**src/rtl/adder_pkg.sv**
```systemverilog
// Shared definitions for the pipelined chunk adder: op encoding and
// helpers for splitting the operand width into per-stage chunks.
package adder_pkg;

    localparam logic OP_ADD = 1'b0;
    localparam logic OP_SUB = 1'b1;

    function automatic int chunk_width(input int w, input int s);
        return w / s;
    endfunction

    function automatic bit split_ok(input int w, input int s);
        return (s >= 1) && ((w % s) == 0);
    endfunction

endpackage

```
**src/rtl/adder_chunk.sv**
```systemverilog
// Combinational W-bit ripple of full-adder cells.
// Ports: a, b, cin in; sum, cout out.
module adder_chunk #(
    parameter int W = 8
) (
    input  logic [W-1:0] a,
    input  logic [W-1:0] b,
    input  logic         cin,
    output logic [W-1:0] sum,
    output logic         cout
);

    logic [W:0] c;

    always_comb begin
        c[0] = cin;
        for (int i = 0; i < W; i++) begin
            sum[i]   = a[i] ^ b[i] ^ c[i];
            c[i+1]   = (a[i] & b[i]) | (c[i] & (a[i] ^ b[i]));
        end
    end

    assign cout = c[W];

endmodule

```
**src/rtl/pipelined_chunk_adder.sv**
```systemverilog
// Pipelined add/subtract: one CHUNK-bit slice resolves per stage, carry
// rides the pipeline registers; valid/ready with full backpressure.
// Ports: clk, rst (async, active-high); in_valid/in_ready, in1, in2, cin,
// sub; out_valid/out_ready, sum, cout, ovf.
// Optional: PIPELINED_CHUNK_ADDER_SAT_EN adds input sat, which clamps
// sum on signed overflow.
module pipelined_chunk_adder
    import adder_pkg::*;
#(
    parameter int WIDTH  = 32,
    parameter int STAGES = 4
) (
    input  logic             clk,
    input  logic             rst,
    input  logic             in_valid,
    output logic             in_ready,
    input  logic [WIDTH-1:0] in1,
    input  logic [WIDTH-1:0] in2,
    input  logic             cin,
    input  logic             sub,
`ifdef PIPELINED_CHUNK_ADDER_SAT_EN
    input  logic             sat,
`endif
    output logic             out_valid,
    input  logic             out_ready,
    output logic [WIDTH-1:0] sum,
    output logic             cout,
    output logic             ovf
);

    localparam int C = chunk_width(WIDTH, STAGES);

    if (!split_ok(WIDTH, STAGES)) begin : g_bad_split
        $error("WIDTH must be a non-zero multiple of STAGES");
    end

    typedef struct packed {
        logic [WIDTH-1:0] a;
        logic [WIDTH-1:0] b;
        logic [WIDTH-1:0] s;
        logic             c;
        logic             sat;
    } stg_t;

    stg_t                  src [STAGES];
    stg_t                  nxt [STAGES];
    stg_t                  q   [STAGES];
    logic [STAGES-1:0]     v;
    logic [STAGES-1:0]     vin;
    logic [STAGES-1:0]     rdy;
    logic [STAGES-1:0][C-1:0] cs;
    logic [STAGES-1:0]     co;
    logic                  rst_done;
    logic                  sat_in;

`ifdef PIPELINED_CHUNK_ADDER_SAT_EN
    assign sat_in = sat;
`else
    assign sat_in = 1'b0;
`endif

    // Keeps in_ready low until the first edge after reset is released.
    always_ff @(posedge clk or posedge rst) begin
        if (rst) rst_done <= 1'b0;
        else     rst_done <= 1'b1;
    end

    // Stage k can move when empty or when everything downstream can move.
    always_comb begin
        logic r;
        r = out_ready;
        for (int k = STAGES - 1; k >= 0; k--) begin
            r      = ~v[k] | r;
            rdy[k] = r;
        end
        rdy[0] = rdy[0] & rst_done;
    end

    assign in_ready = rdy[0];

    always_comb begin
        vin[0]     = in_valid;
        src[0]     = '0;
        src[0].a   = in1;
        src[0].b   = (sub == OP_ADD) ? in2 : ~in2;
        src[0].c   = cin ^ (sub == OP_SUB);
        src[0].sat = sat_in;
        for (int k = 1; k < STAGES; k++) begin
            vin[k] = v[k-1];
            src[k] = q[k-1];
        end
    end

    for (genvar k = 0; k < STAGES; k++) begin : g_stage
        adder_chunk #(.W(C)) u_chunk (
            .a    (src[k].a[k*C +: C]),
            .b    (src[k].b[k*C +: C]),
            .cin  (src[k].c),
            .sum  (cs[k]),
            .cout (co[k])
        );
    end

    always_comb begin
        for (int k = 0; k < STAGES; k++) begin
            nxt[k]             = src[k];
            nxt[k].s[k*C +: C] = cs[k];
            nxt[k].c           = co[k];
        end
    end

    always_ff @(posedge clk or posedge rst) begin
        if (rst) begin
            v <= '0;
            for (int k = 0; k < STAGES; k++) q[k] <= '0;
        end else begin
            for (int k = 0; k < STAGES; k++) begin
                if (rdy[k]) v[k] <= vin[k];
                if (rdy[k] && vin[k]) q[k] <= nxt[k];
            end
        end
    end

    logic ovf_w;

    assign out_valid = v[STAGES-1];
    assign cout      = q[STAGES-1].c;
    assign ovf_w     = (q[STAGES-1].a[WIDTH-1] == q[STAGES-1].b[WIDTH-1])
                     & (q[STAGES-1].s[WIDTH-1] != q[STAGES-1].a[WIDTH-1]);
    assign ovf       = ovf_w;

`ifdef PIPELINED_CHUNK_ADDER_SAT_EN
    always_comb begin
        sum = q[STAGES-1].s;
        if (q[STAGES-1].sat && ovf_w) begin
            sum            = {WIDTH{~q[STAGES-1].a[WIDTH-1]}};
            sum[WIDTH-1]   = q[STAGES-1].a[WIDTH-1];
        end
    end
`else
    assign sum = q[STAGES-1].s;
`endif

endmodule

```
**config.mk**
```make
export PLATFORM = sky130hd
export DESIGN_NAME = pipelined_chunk_adder
export DESIGN_NICKNAME = d
export VERILOG_FILES = /design/src/rtl/adder_pkg.sv /design/src/rtl/adder_chunk.sv /design/src/rtl/pipelined_chunk_adder.sv
export SDC_FILE = /design/constraint.sdc
export NUM_CORES = 1
export LEC_CHECK = 0
export CAP_MARGIN = 30
export CORE_UTILIZATION = 57
export DETAILED_ROUTE_END_ITERATION = 8
export PLACE_DENSITY = 0.82
export SLEW_MARGIN = 10
export SYNTH_ARGS = -nofsm -noshare
export SYNTH_HDL_FRONTEND = slang
export SYNTH_SLANG_ARGS = --single-unit
```
**constraint.sdc**
```tcl
create_clock -name clk -period 11.7 [get_ports clk]
set_input_delay 1.17 -clock clk [delete_from_list [all_inputs] [get_ports clk]]
set_output_delay 1.17 -clock clk [all_outputs]
set_load 0.01 [all_outputs]
```
==> results of run 1 <==
==> cell usage in the layout (no fill, tap or decap), types with 4 or more instances in the layout <==
cell	netlist	layout
a21oi_1	4	4
inv_1	40	39
clkbuf_8	0	7
fa_1	32	32
mux2i_1	10	10
xor2_1	24	24
nand2_1	8	5
clkdlybuf4s50_1	0	104
o21ai_0	19	19
dfrtp_1	187	187
a31oi_1	4	4
mux2_4	22	22
xnor2_1	9	9
clkbuf_16	0	17
mux2_2	137	137
==> power by group through the flow <==
stage / registers [uW] / logic [uW] / clock network, uW
4_1_cts: 1100 / 839 / 571
3_3_place_gp: 1080 / 783 / 0
3_5_place_dp: 1100 / 829 / 0
2_1_floorplan: 1040 / 648 / 0
5_1_grt: 1130 / 919 / 599
6_report: 1090 / 824 / 563
==> registers in the layout, summed over array words and instances, names as in the netlist <==
signal and cells:
nxt 144, sum 32, q 5, v 4, cout 1, rst_done 1
==> logic make-up after synthesis <==
family / after synthesis
adders and majority gates: 32
and+or+nand+nor: 16
xor gates and xnor gates: 33
DFF: 187
other: 1
AOI/OAI and AO/OA: 29
buffers and inverters: 97
muxes: 169
==> final timing paths <==
kind / from / to / slack, ns / cells past startpoint
worst max-delay path: sub / nxt[205]$_DFFE_PP0P_ / 6.29 / 14
worst min-delay path: rst_done$_DFF_PP0_ / v[0]$_DFFE_PP0P_ / 0.48 / 1
worst max register to register: q[99]$_DFFE_PP0P_ / sum[31]$_DFFE_PP0P_ / 7.49 / 12
worst min register to register: rst_done$_DFF_PP0_ / v[0]$_DFFE_PP0P_ / 0.48 / 1
max in group asynchronous: rst / nxt[281]$_DFFE_PP0P_ / 9.28 / 4
min in group asynchronous: rst / sum[6]$_DFFE_PP0P_ / 1.28 / 2
==> routing by layer <==
layer  vias to the layer above  track usage, %
li1                       1998               -
met5                         -               0
met3                        26            4.34
met2                        77            36.5
met4                         0            10.2
met1                      2272            25.9
==> through the flow <==
stage / utilization (%) / total power, uW / hold WS (ns)
floorplan: - / 1690 / 0.457
global placement: 65.9 / 1860 / 0.468
detailed placement: 66.3 / 1930 / 0.474
CTS: 70.4 / 2510 / 0.480
global route: 70.6 / 2640 / 0.513
finish: 70.6 / 2480 / 0.476
==> worst max-delay path: stages <==
cell and delay (ns):
buf_2 0.72, xnor2_1 0.21, fa_1 0.44, inv_1 0.09, fa_1 0.17, inv_1 0.05
fa_1 0.41, fa_1 0.43, fa_1 0.43, fa_1 0.42, fa_1 0.39, inv_1 0.08
fa_1 0.41, mux2_2 0.26
==> cell type report <==
cell class / count / share of cell area [%]
sequential: 187 / 47.0
multi-input combinational: 280 / 31.8
timing repair buffer: 111 / 11.5
clock buffer: 26 / 5.32
tap: 180 / 2.26
inverter: 40 / 1.58
clock inverter: 5 / 0.566
==> cells in the mapped netlist <==
| master | instances | area [um2] |
|---|---|---|
| dfrtp_1 | 187 | 4680 |
| mux2_2 | 137 | 1540 |
| inv_1 | 40 | 150 |
| buf_4 | 35 | 263 |
| fa_1 | 32 | 641 |
| xor2_1 | 24 | 210 |
| mux2_4 | 22 | 330 |
| o21ai_0 | 19 | 95.1 |
| buf_2 | 13 | 65.1 |
| mux2i_1 | 10 | 100 |
| xnor2_1 | 9 | 78.8 |
| nand2_1 | 8 | 30.0 |
| a21oi_1 | 4 | 20.0 |
| a31oi_1 | 4 | 25.0 |
| clkbuf_1 | 4 | 15.0 |
| buf_6 | 3 | 33.8 |
| nand2b_1 | 3 | 18.8 |
| buf_8 | 2 | 30.0 |
| a21oi_2 | 1 | 8.76 |
| and2_1 | 1 | 6.26 |
| and4b_1 | 1 | 10.0 |
| conb_1 | 1 | 3.75 |
| nand3b_1 | 1 | 7.51 |
| nand4b_1 | 1 | 8.76 |
| nor2_1 | 1 | 3.75 |
| o211ai_1 | 1 | 7.51 |
==> impl_metrics.json, run 1 <==
{
  "status": "complete, no violations",
  "cts.sink_count": 187,
  "pre_cts_slack_ns": 5.82,
  "die_area_um2": 15200,
  "num_rows": 43,
  "drv_slew": 0,
  "grt_overflow": 0,
  "rsz0062_at_grt": "false",
  "die_w_um": 123,
  "vdd_ir_drop_max_v": 0.000125,
  "boundaryPins": 106,
  "clk_latency_ns": 0.43,
  "arrival_ns": 5.72,
  "start_util_pct": 59.5,
  "synthXorXnorAreaFrac_pct": 3.45,
  "instances_no_fill": 829,
  "io_buffer_count": 105,
  "p_clk_share_pct": 22.7,
  "cts_buffers": 17,
  "finalSetupViolCount": 0,
  "grt_pass1_vias": 4714,
  "fmax_mhz": 185,
  "vias": 4373,
  "switchingPower_uw": 727,
  "hold_class": "flip-flop to flip-flop",
  "grt_pass1_wl_mm": 23.7,
  "wl_mm": 14.4,
  "power_leakage_uw": 0.00436,
  "syn_to_final_growth_pct": 18.7,
  "clockRootBuffer": "clkbuf_16",
  "place_area_um2": 9340,
  "period_share_pct": 46.2,
  "finalHoldViolCount": 0,
  "regArea_um2": 4680,
  "route.met3.wl_um": 481,
  "cts_hold_buf": 0,
  "cts_setup_buffers": 0,
  "synth_compound_area_share_pct": 1.87,
  "dp.cells": 797,
  "critPathLaunchType": "input port",
  "drc": 0,
  "m1WireLength_mm": 6.11,
  "syn_area_um2": 8380,
  "ys_ff_latch": 187,
  "drive_gt1_share_pct": 30.8,
  "tns_ns": 0,
  "n_antenna_cell": 0,
  "cts_max_path_buffers": 2,
  "cts.repair.resized": 0,
  "cts_tree": "done",
  "finalCriticalPeriod_ns": 5.41,
  "slew_headroom_pct": 35.7,
  "synth_area_per_cell_um2": 14.9,
  "synth_cells": 564,
  "core_area_um2": 14100,
  "multi_input_area_um2": 3160,
  "highest_layer": "met4",
  "grt_start_max_net_pins": 111,
  "worst_slack_ns": 6.29,
  "drt_iter0_drc": 147,
  "num-fill-cells": 945,
  "die_h_um": 123,
  "worstSetupPathType": "input port to flip-flop",
  "final_cell_area_um2": 9950,
  "finClkSkew_ns": 0.0106,
  "cp.required_ns": 12.01,
  "antenna_found_initial": 0,
  "vias_per_cell": 5.28,
  "wire_per_inst_um": 17.4,
  "wl_met2_mm": 7.53,
  "synth_top_family_by_area": "multiplexers",
  "end_kind": "flip-flop",
  "grt_usage_pct": 21.3,
  "p_comb_share_pct": 33.2,
  "synthSimpleGateAreaFrac_pct": 1.01,
  "clkSlewWorstSetupHoldPaths_ns": 0.06,
  "seq_power_share_pct": 44.0,
  "synthMuxAreaShare_pct": 23.5,
  "worst_slew_pin_slew_ns": 0.965,
  "final_nets": 739,
  "ys_types": 26,
  "yosysSeqAreaShare_pct": 55.8,
  "h-tree-depth": 4,
  "drtAntennaViolNets": 0,
  "maxCapViolations": 0,
  "cp_max_fo": 33,
  "dp_hpwl_mm": 9.63,
  "power.density_nw_per_um2": 249,
  "synth_nets": 666,
  "synthAdderAreaFrac_pct": 7.64,
  "power_switching_share_pct": 29.3,
  "gp_congestion": 0.791,
  "intPower_uw": 1750,
  "firstDrtPassIters": 4,
  "ys_warn_count": 0
}
Power figures use the tool's default switching activity.
==> run 2: changes to the inputs <==
--- a/config.mk
+++ b/config.mk
@@ -6,9 +6,9 @@
 export NUM_CORES = 1
 export LEC_CHECK = 0
 export CAP_MARGIN = 30
-export CORE_UTILIZATION = 57
+export CORE_UTILIZATION = 50
 export DETAILED_ROUTE_END_ITERATION = 8
-export PLACE_DENSITY = 0.82
+export PLACE_DENSITY = 0.76
 export SLEW_MARGIN = 10
 export SYNTH_ARGS = -nofsm -noshare
 export SYNTH_HDL_FRONTEND = slang
==> constraint.sdc (replaced) <==
create_clock -name clk -period 4.4 [get_ports clk]
set_input_delay 0.44 -clock clk [delete_from_list [all_inputs] [get_ports clk]]
set_output_delay 0.44 -clock clk [all_outputs]
set_load 0.01 [all_outputs]
==> impl_metrics.json, run 2 (same netlist as run 1, synthesis figures left out) <==
{
  "status": "complete, no violations",
  "drive_gt1_share_pct": 31.2,
  "cts_setup_buffers": 0,
  "drc": 0,
  "seq_power_share_pct": 44.2,
  "largest_reg_flops": 144,
  "hold_class": "flip-flop to flip-flop",
  "cts.sink_count": 187,
  "power_switching_share_pct": 29.2,
  "clockRootBuffer": "clkbuf_16",
  "end_kind": "flip-flop",
  "cp_slowest_cell": "fa_1",
  "boundaryPins": 106,
  "grt_overflow": 0,
  "worst_slew_pin_slew_ns": 1.03,
  "cts_buffers": 17,
  "antenna_found_initial": 0,
  "io_buffer_count": 105,
  "finalCriticalPeriod_ns": 4.25,
  "path_cells": "clkdlybuf4s50_1 -> xnor2_1 -> fa_1 -> inv_1 -> fa_1 -> inv_1 -> fa_1 -> fa_2 -> fa_1 -> fa_1 -> fa_1 -> inv_1 -> fa_1 -> mux2_2",
  "cp_max_fo": 1,
  "tns_ns": 0,
  "drv_slew": 0,
  "final_common_cell": "dfrtp_1",
  "worstSetupPathType": "input port to flip-flop",
  "p_comb_share_pct": 33.2,
  "start_util_pct": 52.0,
  "power.density_nw_per_um2": 656,
  "power_leakage_uw": 0.00435,
  "die_w_um": 131,
  "p_clk_share_pct": 22.7,
  "grt_pass1_vias": 4760,
  "cp_common_cell": "fa_1",
  "layout_common_cells": "dfrtp_1, mux2_2, clkdlybuf4s50_1",
  "grt_usage_pct": 18.1,
  "maxCapViolations": 0,
  "drtAntennaViolNets": 0,
  "wl_mm": 14.1,
  "num_rows": 46,
  "finClkSkew_ns": 0.00590,
  "max_stage_delay_ns": 0.44,
  "vdd_ir_drop_max_v": 0.000373,
  "clkSlewWorstSetupHoldPaths_ns": 0.06,
  "die_area_um2": 17300,
  "clk_latency_ns": 0.43,
  "cts_tree": "done",
  "finalHoldViolCount": 0,
  "fmax_mhz": 235,
  "gp_congestion": 0.758,
  "cts_max_path_buffers": 2,
  "dp_hpwl_mm": 9.58,
  "vias_per_cell": 4.98,
  "cp.required_ns": 4.72,
  "final_cell_area_um2": 10000,
  "slew_headroom_pct": 31.0,
  "grt_start_max_net_pins": 188,
  "cts_hold_buf": 0,
  "period_share_pct": 96.5,
  "wire_per_inst_um": 16.3,
  "n_antenna_cell": 0,
  "vias": 4320,
  "final_nets": 740,
  "finalSetupViolCount": 0,
  "drt_iter0_drc": 227,
  "switchingPower_uw": 1920,
  "rsz0062_at_grt": "false",
  "place_area_um2": 9430,
  "firstDrtPassIters": 5,
  "die_h_um": 131,
  "h-tree-depth": 4,
  "intPower_uw": 4650,
  "syn_to_final_growth_pct": 19.4,
  "grt_pass1_wl_mm": 24.2,
  "arrival_ns": 4.56,
  "core_area_um2": 16100,
  "critPathLaunchType": "input port"
}
## run 2: worst max-delay path, delay by kind of cell
family / cells / cell delay [ns]
adders and majority gates: 8 / 3.04
buffers and inverters: 4 / 0.66
xor gates and xnor gates: 1 / 0.15
muxes: 1 / 0.27
## run 2: layer usage
metal  vias to the layer above  GRT usage, %  part of all wire, %
met1                      2236          22.4                   43
met2                        75          30.7                   52
met3                        19          3.94                  3.1
met5                         -             0                    0
li1                       1990             -                    -
met4                         0          7.17                  1.9
## run 2: layout make-up
class | instances | area (um2)
fill | 1201 | 6110
sequential | 187 | 4680
multi-input combinational | 280 | 3170
timing repair buffer | 112 | 1160
clock buffer | 22 | 464
tap | 216 | 270
inverter | 40 | 154
clock inverter | 10 | 118
## run 2: timing repair
item                                    4_1_cts  5_1_grt
hold endpoints to repair                      0        0
resized for setup                             0        2
endpoints found under the setup margin        0        2
## run 2: path summary, 6_finish.rpt
check                                         from              endpoint  depth (start not counted)  slack [ns]
worst min register to register  rst_done$_DFF_PP0_      v[0]$_DFFE_PP0P_                          1        0.50
min in group asynchronous                      rst    nxt[6]$_DFFE_PP0P_                          3        0.59
max in group asynchronous                      rst    sum[9]$_DFFE_PP0P_                          3        3.01
worst max-delay path                           cin  nxt[205]$_DFFE_PP0P_                         14        0.15
worst min-delay path            rst_done$_DFF_PP0_      v[0]$_DFFE_PP0P_                          1        0.50
worst max register to register  q[197]$_DFFE_PP0P_   nxt[25]$_DFFE_PP0P_                         12        0.19
## run 2: power by group through the flow
stage	clock network, uW	logic [uW]	registers [uW]
2_1_floorplan	0	1720	2770
3_3_place_gp	0	2090	2880
3_5_place_dp	0	2210	2930
4_1_cts	1530	2230	2910
5_1_grt	1610	2450	3000
6_report	1490	2180	2900
## run 2: per-stage QoR
stage / hold WS [ns] / total power (uW) / utilization [%] / setup slack (ns) / instances
6_report: 0.499 / 6560 / 62.1 / 0.153 / 867
5_1_grt: 0.509 / 7050 / 62.1 / 0.0000639 / 867
4_1_cts: 0.489 / 6670 / 62.1 / 0.0832 / 867
3_5_place_dp: 0.480 / 5140 / 58.5 / -0.279 / 835
3_3_place_gp: 0.468 / 4970 / 58.2 / -0.160 / 833
2_1_floorplan: 0.457 / 4500 / - / 0.00893 / 564
